--- config.mk ---
export PLATFORM = sky130hd
export DESIGN_NAME = approx_seq_mult
export DESIGN_NICKNAME = d
export VERILOG_FILES = /design/src/rtl/approx_mult_pkg.sv /design/src/rtl/approx_pp_row.sv /design/src/rtl/approx_seq_mult.sv
export SDC_FILE = /design/constraint.sdc
export NUM_CORES = 1
export LEC_CHECK = 0
export CORE_MARGIN = 4
export CORE_UTILIZATION = 40
export CTS_BUF_LIST = sky130_fd_sc_hd__clkbuf_4 sky130_fd_sc_hd__clkbuf_8
export CTS_CLUSTER_SIZE = 30
export DETAILED_ROUTE_END_ITERATION = 8
export DONT_BUFFER_PORTS = 1
export PLACE_DENSITY_LB_ADDON = 0.08
export SLEW_MARGIN = 40
export SYNTH_ARGS = -nofsm -noshare
export SYNTH_HDL_FRONTEND = slang
export SYNTH_SLANG_ARGS = --single-unit
export TNS_END_PERCENT = 10
--- constraint.sdc ---
create_clock -name clk -period 5.68 [get_ports clk]
set_clock_uncertainty 0.2 [all_clocks]
set_input_delay 1.136 -clock clk [delete_from_list [all_inputs] [get_ports clk]]
set_output_delay 1.136 -clock clk [all_outputs]
set_load 0.03 [all_outputs]
--- src/rtl/approx_mult_pkg.sv ---
// Shared state encoding and column-mask helper for the approximate sequential multiplier.
// Latency: none, types and constant functions only.
// Backpressure: not applicable.
package approx_mult_pkg;

    typedef enum logic [1:0] {IDLE, BUSY, DONE} state_t;

    // Widest product the mask helper can describe (WIDTH up to 32).
    localparam int MAX_PROD_W = 64;

    // Low-column mask for a 2*width product: bits [cols-1:0] clear, the rest set.
    function automatic logic [MAX_PROD_W-1:0] trunc_mask(input int width, input int cols);
        logic [MAX_PROD_W-1:0] keep;
        logic [MAX_PROD_W-1:0] span;
        keep = {MAX_PROD_W{1'b1}} << cols;
        span = (2 * width >= MAX_PROD_W) ? {MAX_PROD_W{1'b1}}
                                         : ((64'd1 << (2 * width)) - 64'd1);
        return keep & span;
    endfunction

endpackage

--- src/rtl/approx_pp_row.sv ---
// One partial-product row (a << idx), low TRUNC_COLS columns cleared in approx mode.
// Latency: purely combinational.
// Backpressure: none, follows its inputs.
module approx_pp_row
    import approx_mult_pkg::*;
#(
    parameter int WIDTH      = 8,
    parameter int TRUNC_COLS = 4
) (
    input  logic [WIDTH-1:0]                        a,
    input  logic [((WIDTH > 1) ? $clog2(WIDTH) : 1)-1:0] idx,
    input  logic                                    approx,
    output logic [2*WIDTH-1:0]                      pp
);

    localparam logic [MAX_PROD_W-1:0] MASK_FULL = trunc_mask(WIDTH, TRUNC_COLS);
    localparam logic [2*WIDTH-1:0]    MASK      = MASK_FULL[2*WIDTH-1:0];

    logic [2*WIDTH-1:0] row;

    always_comb begin
        row = {{WIDTH{1'b0}}, a} << idx;
        pp  = approx ? (row & MASK) : row;
    end

endmodule

--- src/rtl/approx_seq_mult.sv ---
// Shift-add unsigned multiplier, one multiplier bit per cycle, exact or low-column-truncated mode.
// Latency: out_valid rises WIDTH+1 edges after the accepting edge; one operation in flight.
// Backpressure: product held in a register until out_ready; in_ready low from accept to out handshake.
module approx_seq_mult
    import approx_mult_pkg::*;
#(
    parameter int WIDTH      = 8,
    parameter int TRUNC_COLS = 4
) (
    input  logic                 clk,
    input  logic                 rst_n,
    input  logic                 in_valid,
    output logic                 in_ready,
    input  logic [WIDTH-1:0]     in_a,
    input  logic [WIDTH-1:0]     in_b,
    input  logic                 in_approx,
    output logic                 out_valid,
    input  logic                 out_ready,
    output logic [2*WIDTH-1:0]   out_p,
    output logic                 busy
);

    localparam int               CNT_W    = (WIDTH > 1) ? $clog2(WIDTH) : 1;
    localparam logic [CNT_W-1:0] LAST_IDX = CNT_W'(WIDTH - 1);

    if (TRUNC_COLS < 0 || TRUNC_COLS > WIDTH) begin : g_bad_trunc
        $error("approx_seq_mult: TRUNC_COLS must lie in 0..WIDTH");
    end
    if (2 * WIDTH > MAX_PROD_W) begin : g_bad_width
        $error("approx_seq_mult: WIDTH exceeds mask helper range");
    end

    state_t             state;
    state_t             state_nxt;
    logic [WIDTH-1:0]   a_q;
    logic [WIDTH-1:0]   b_q;
    logic               approx_q;
    logic [CNT_W-1:0]   cnt;
    logic [2*WIDTH-1:0] acc;
    logic [2*WIDTH-1:0] pp;

    approx_pp_row #(
        .WIDTH      (WIDTH),
        .TRUNC_COLS (TRUNC_COLS)
    ) u_pp_row (
        .a      (a_q),
        .idx    (cnt),
        .approx (approx_q),
        .pp     (pp)
    );

    always_ff @(posedge clk) begin
        if (!rst_n) begin
            state <= IDLE;
        end else begin
            state <= state_nxt;
        end
    end

    always_comb begin
        state_nxt = state;
        case (state)
            IDLE:    if (in_valid)              state_nxt = BUSY;
            BUSY:    if (cnt == LAST_IDX)       state_nxt = DONE;
            DONE:    if (out_valid && out_ready) state_nxt = IDLE;
            default:                            state_nxt = IDLE;
        endcase
    end

    always_comb begin
        in_ready = (state == IDLE);
        busy     = (state != IDLE);
    end

    // out_valid/out_p are registered so the consumer sees glitch-free, stable outputs;
    // this register stage is the extra edge beyond the WIDTH shift-add steps.
    always_ff @(posedge clk) begin
        if (!rst_n) begin
            a_q       <= '0;
            b_q       <= '0;
            approx_q  <= 1'b0;
            cnt       <= '0;
            acc       <= '0;
            out_valid <= 1'b0;
            out_p     <= '0;
        end else begin
            case (state)
                IDLE: begin
                    if (in_valid) begin
                        a_q      <= in_a;
                        b_q      <= in_b;
                        approx_q <= in_approx;
                        acc      <= '0;
                        cnt      <= '0;
                    end
                end
                BUSY: begin
                    if (b_q[cnt]) begin
                        acc <= acc + pp;
                    end
                    cnt <= cnt + CNT_W'(1);
                end
                DONE: begin
                    if (!out_valid) begin
                        out_valid <= 1'b1;
                        out_p     <= acc;
                    end else if (out_ready) begin
                        out_valid <= 1'b0;
                    end
                end
                default: begin
                    out_valid <= 1'b0;
                end
            endcase
        end
    end

endmodule

==> flow_summary.toml <==
[status]
status = "complete, no violations"

[cts]
htreeDepth = 2
cts_sinks = 55
clockBufferDepth = 2
cts_hold_buffers = 0
cts.clk_slew.worst_paths_ns = 0.11
ctsResizeCount = 0
tritoncts = "done"
clockRootBuffer = "clkbuf_8"
cts_made_buffers = 5
clock_latency_ns = 0.32
cts_setup_buffers = 0

[sta]
setup_tns_ns = 0
fmax_mhz = 280.8
finalHoldViolCount = 0
rsz0062_at_grt = "no"
setup-violations-final = 0
tightest_slew_ns = 0.7597
setup_ws_ns = 2.118
slew_headroom_pct = 49.28
post-route-period-util_pct = 62.71
hold_ws_ns = 0.2701
drv_slew = 0
fin_crit_ns = 3.562

[finish]
drive_gt1_share_pct = 4.891
final_net_count = 406
final.fill_count = 779
antenna_cells = 0
mostFrequentLayoutCells = "94 x nand2_1, 55 x dfxtp_1, 39 x a21boi_0, 18 x nor2_1, 17 x ha_1"
final_common_cell = "nand2_1"
syn_to_final_growth_pct = 4.817
multiInputGateArea_um2 = 1923
seqCellArea_um2 = 1101

[route]
drt-met1-wl_um = 3543
antenna_left = 0
dr_wl_met3_um = 347
vias_per_cell = 5.450
drc = 0
wl_met2_um = 3205
drt-wirelength-per-cell_um = 15.42
drt-initial-drc-count = 57
drt-pass1-iter-count = 4
top_layer = "met4"
wirelength_um = 7202
vias = 2545

[power]
peakVddDrop_uv = 93.56
powerDensity_nw_per_um2 = 217.1
p_leak_nw = 1.206

[synth]
yosysSeqAreaShare_pct = 35.33
ys_ff_latch = 55
netlist_instances = 379
yosys_warnings = 0
synth_nets = 418
synth_cell_types = 51
synth_flop_cell = "dfxtp_1"
async_reset_ff_share_pct = 0
syn_area_per_cell_um2 = 8.224
syn_area_um2 = 3117
synth_edf_count = 0

[global_route]
grt_max_degree = 48
grt_antenna_before_repair = 0
grt_util_all_layers_pct = 17.17
grt_pass1_vias = 2475
grt-ovfl-total = 0
grt_pass1_wl_um = 12420

[job]
maxCapViolCount = 0

[critical_path]
required_ns = 5.70
worstPathArrival_ns = 3.58
crit_path_end_kind = "flip-flop"
r2r_slack_ns = 2.12
criticalPathCategory = "flip-flop to flip-flop"
start_kind = "flip-flop"
crit_fanout = 17

[floorplanning]
floorplan.initialDensity_pct = 42.07
pin_count = 40
dieHeight_um = 96.27
die_area_um2 = 9268
fp-row-count = 31
die_x_um = 96.27
fp.coreArea_um2 = 7408

[placement]
pre_cts_slack_ns = 2.198
dp_hpwl_um = 5448
port_buffers = 0
gp_congestion = 0.8329

[min_path]
hold_path.class = "flip-flop to flip-flop"
final timing paths:
check	end	start	cells after the start
max reg2reg	acc[11]	cnt[0]	10
max	acc[11]	cnt[0]	10
min	b_q[6]	b_q[6]	2
min reg2reg	b_q[6]	b_q[6]	2
where the power goes:
group          internal, mW  total [mW]  switching [mW]  leakage [nW]
clock network        0.0886       0.230           0.142        0.0408
logic                0.0287      0.0723          0.0436         0.719
registers             0.395       0.407          0.0117         0.446
total                 0.512       0.709           0.197          1.21
cells in the mapped netlist, types with 5 or more instances:
master | count | area [um^2]
nand2_1 | 94 | 352.8
dfxtp_1 | 55 | 1101
a21boi_0 | 39 | 292.8
clkbuf_1 | 18 | 67.56
nor2_1 | 18 | 67.56
ha_1 | 17 | 212.7
o21ai_0 | 16 | 80.08
a21oi_1 | 10 | 50.05
a22o_1 | 8 | 70.07
mux2i_1 | 8 | 80.08
nor2b_1 | 7 | 43.79
xnor2_1 | 7 | 61.31
a211oi_1 | 5 | 37.54
inv_1 | 5 | 18.77
nand3_1 | 5 | 25.02
xor2_1 | 5 | 43.79
final cells by class:
cell class / count / area share (%)
clock buffer: 5 / 2.106
clock inverter: 3 / 0.7277
inverter: 5 / 0.5745
multi-input combinational: 299 / 58.87
sequential: 55 / 33.70
tap: 99 / 3.792
timing repair buffer: 1 / 0.2298
flip-flops by register name, summed over array words and instances, names as in the netlist:
register / count
a_q: 8
acc: 16
approx_q: 1
b_q: 8
cnt: 3
out_p: 16
out_valid: 1
state: 2
per-stage QoR:
step | util (%) | total power, mW | instance area, um^2 | cells
3_5_place_dp | 42.78 | 0.4884 | 3169 | 459
4_1_cts | 44.03 | 0.7218 | 3262 | 467
6_report | 44.10 | 0.7093 | 3267 | 467
3_3_place_gp | 42.78 | 0.4877 | 3169 | 459
2_1_floorplan | - | 0.4754 | 3117 | 379
5_1_grt | 44.10 | 0.7482 | 3267 | 467
logic make-up after synthesis:
group	after synthesis	share of synthesized area [%]
AO/OA/AOI/OAI	110	25.37
XOR/XNOR	12	3.372
adder cells (fa/ha/maj)	18	7.467
buffers and inverters	25	3.131
flip-flops	55	35.33
multiplexers	12	4.376
AND/OR/NAND/NOR	147	20.96
worst max-delay path: stages (launching register included):
cell and delay (ns):
dfxtp_1 0.78, mux2i_1 0.19, nor2b_1 0.17, a2111oi_0 0.59
ha_1 0.38, o21ai_0 0.09, nor2_1 0.09, o32a_1 0.41
a21boi_0 0.27, xnor2_1 0.11, a22o_1 0.20
per-layer routing:
metal,vias to the layer above,global-route usage [%]
met3,11,3.831
met5,-,0
met2,47,27.37
met1,1172,23.07
met4,0,5.095
li1,1315,-
(Power assumes the default switching activity.)
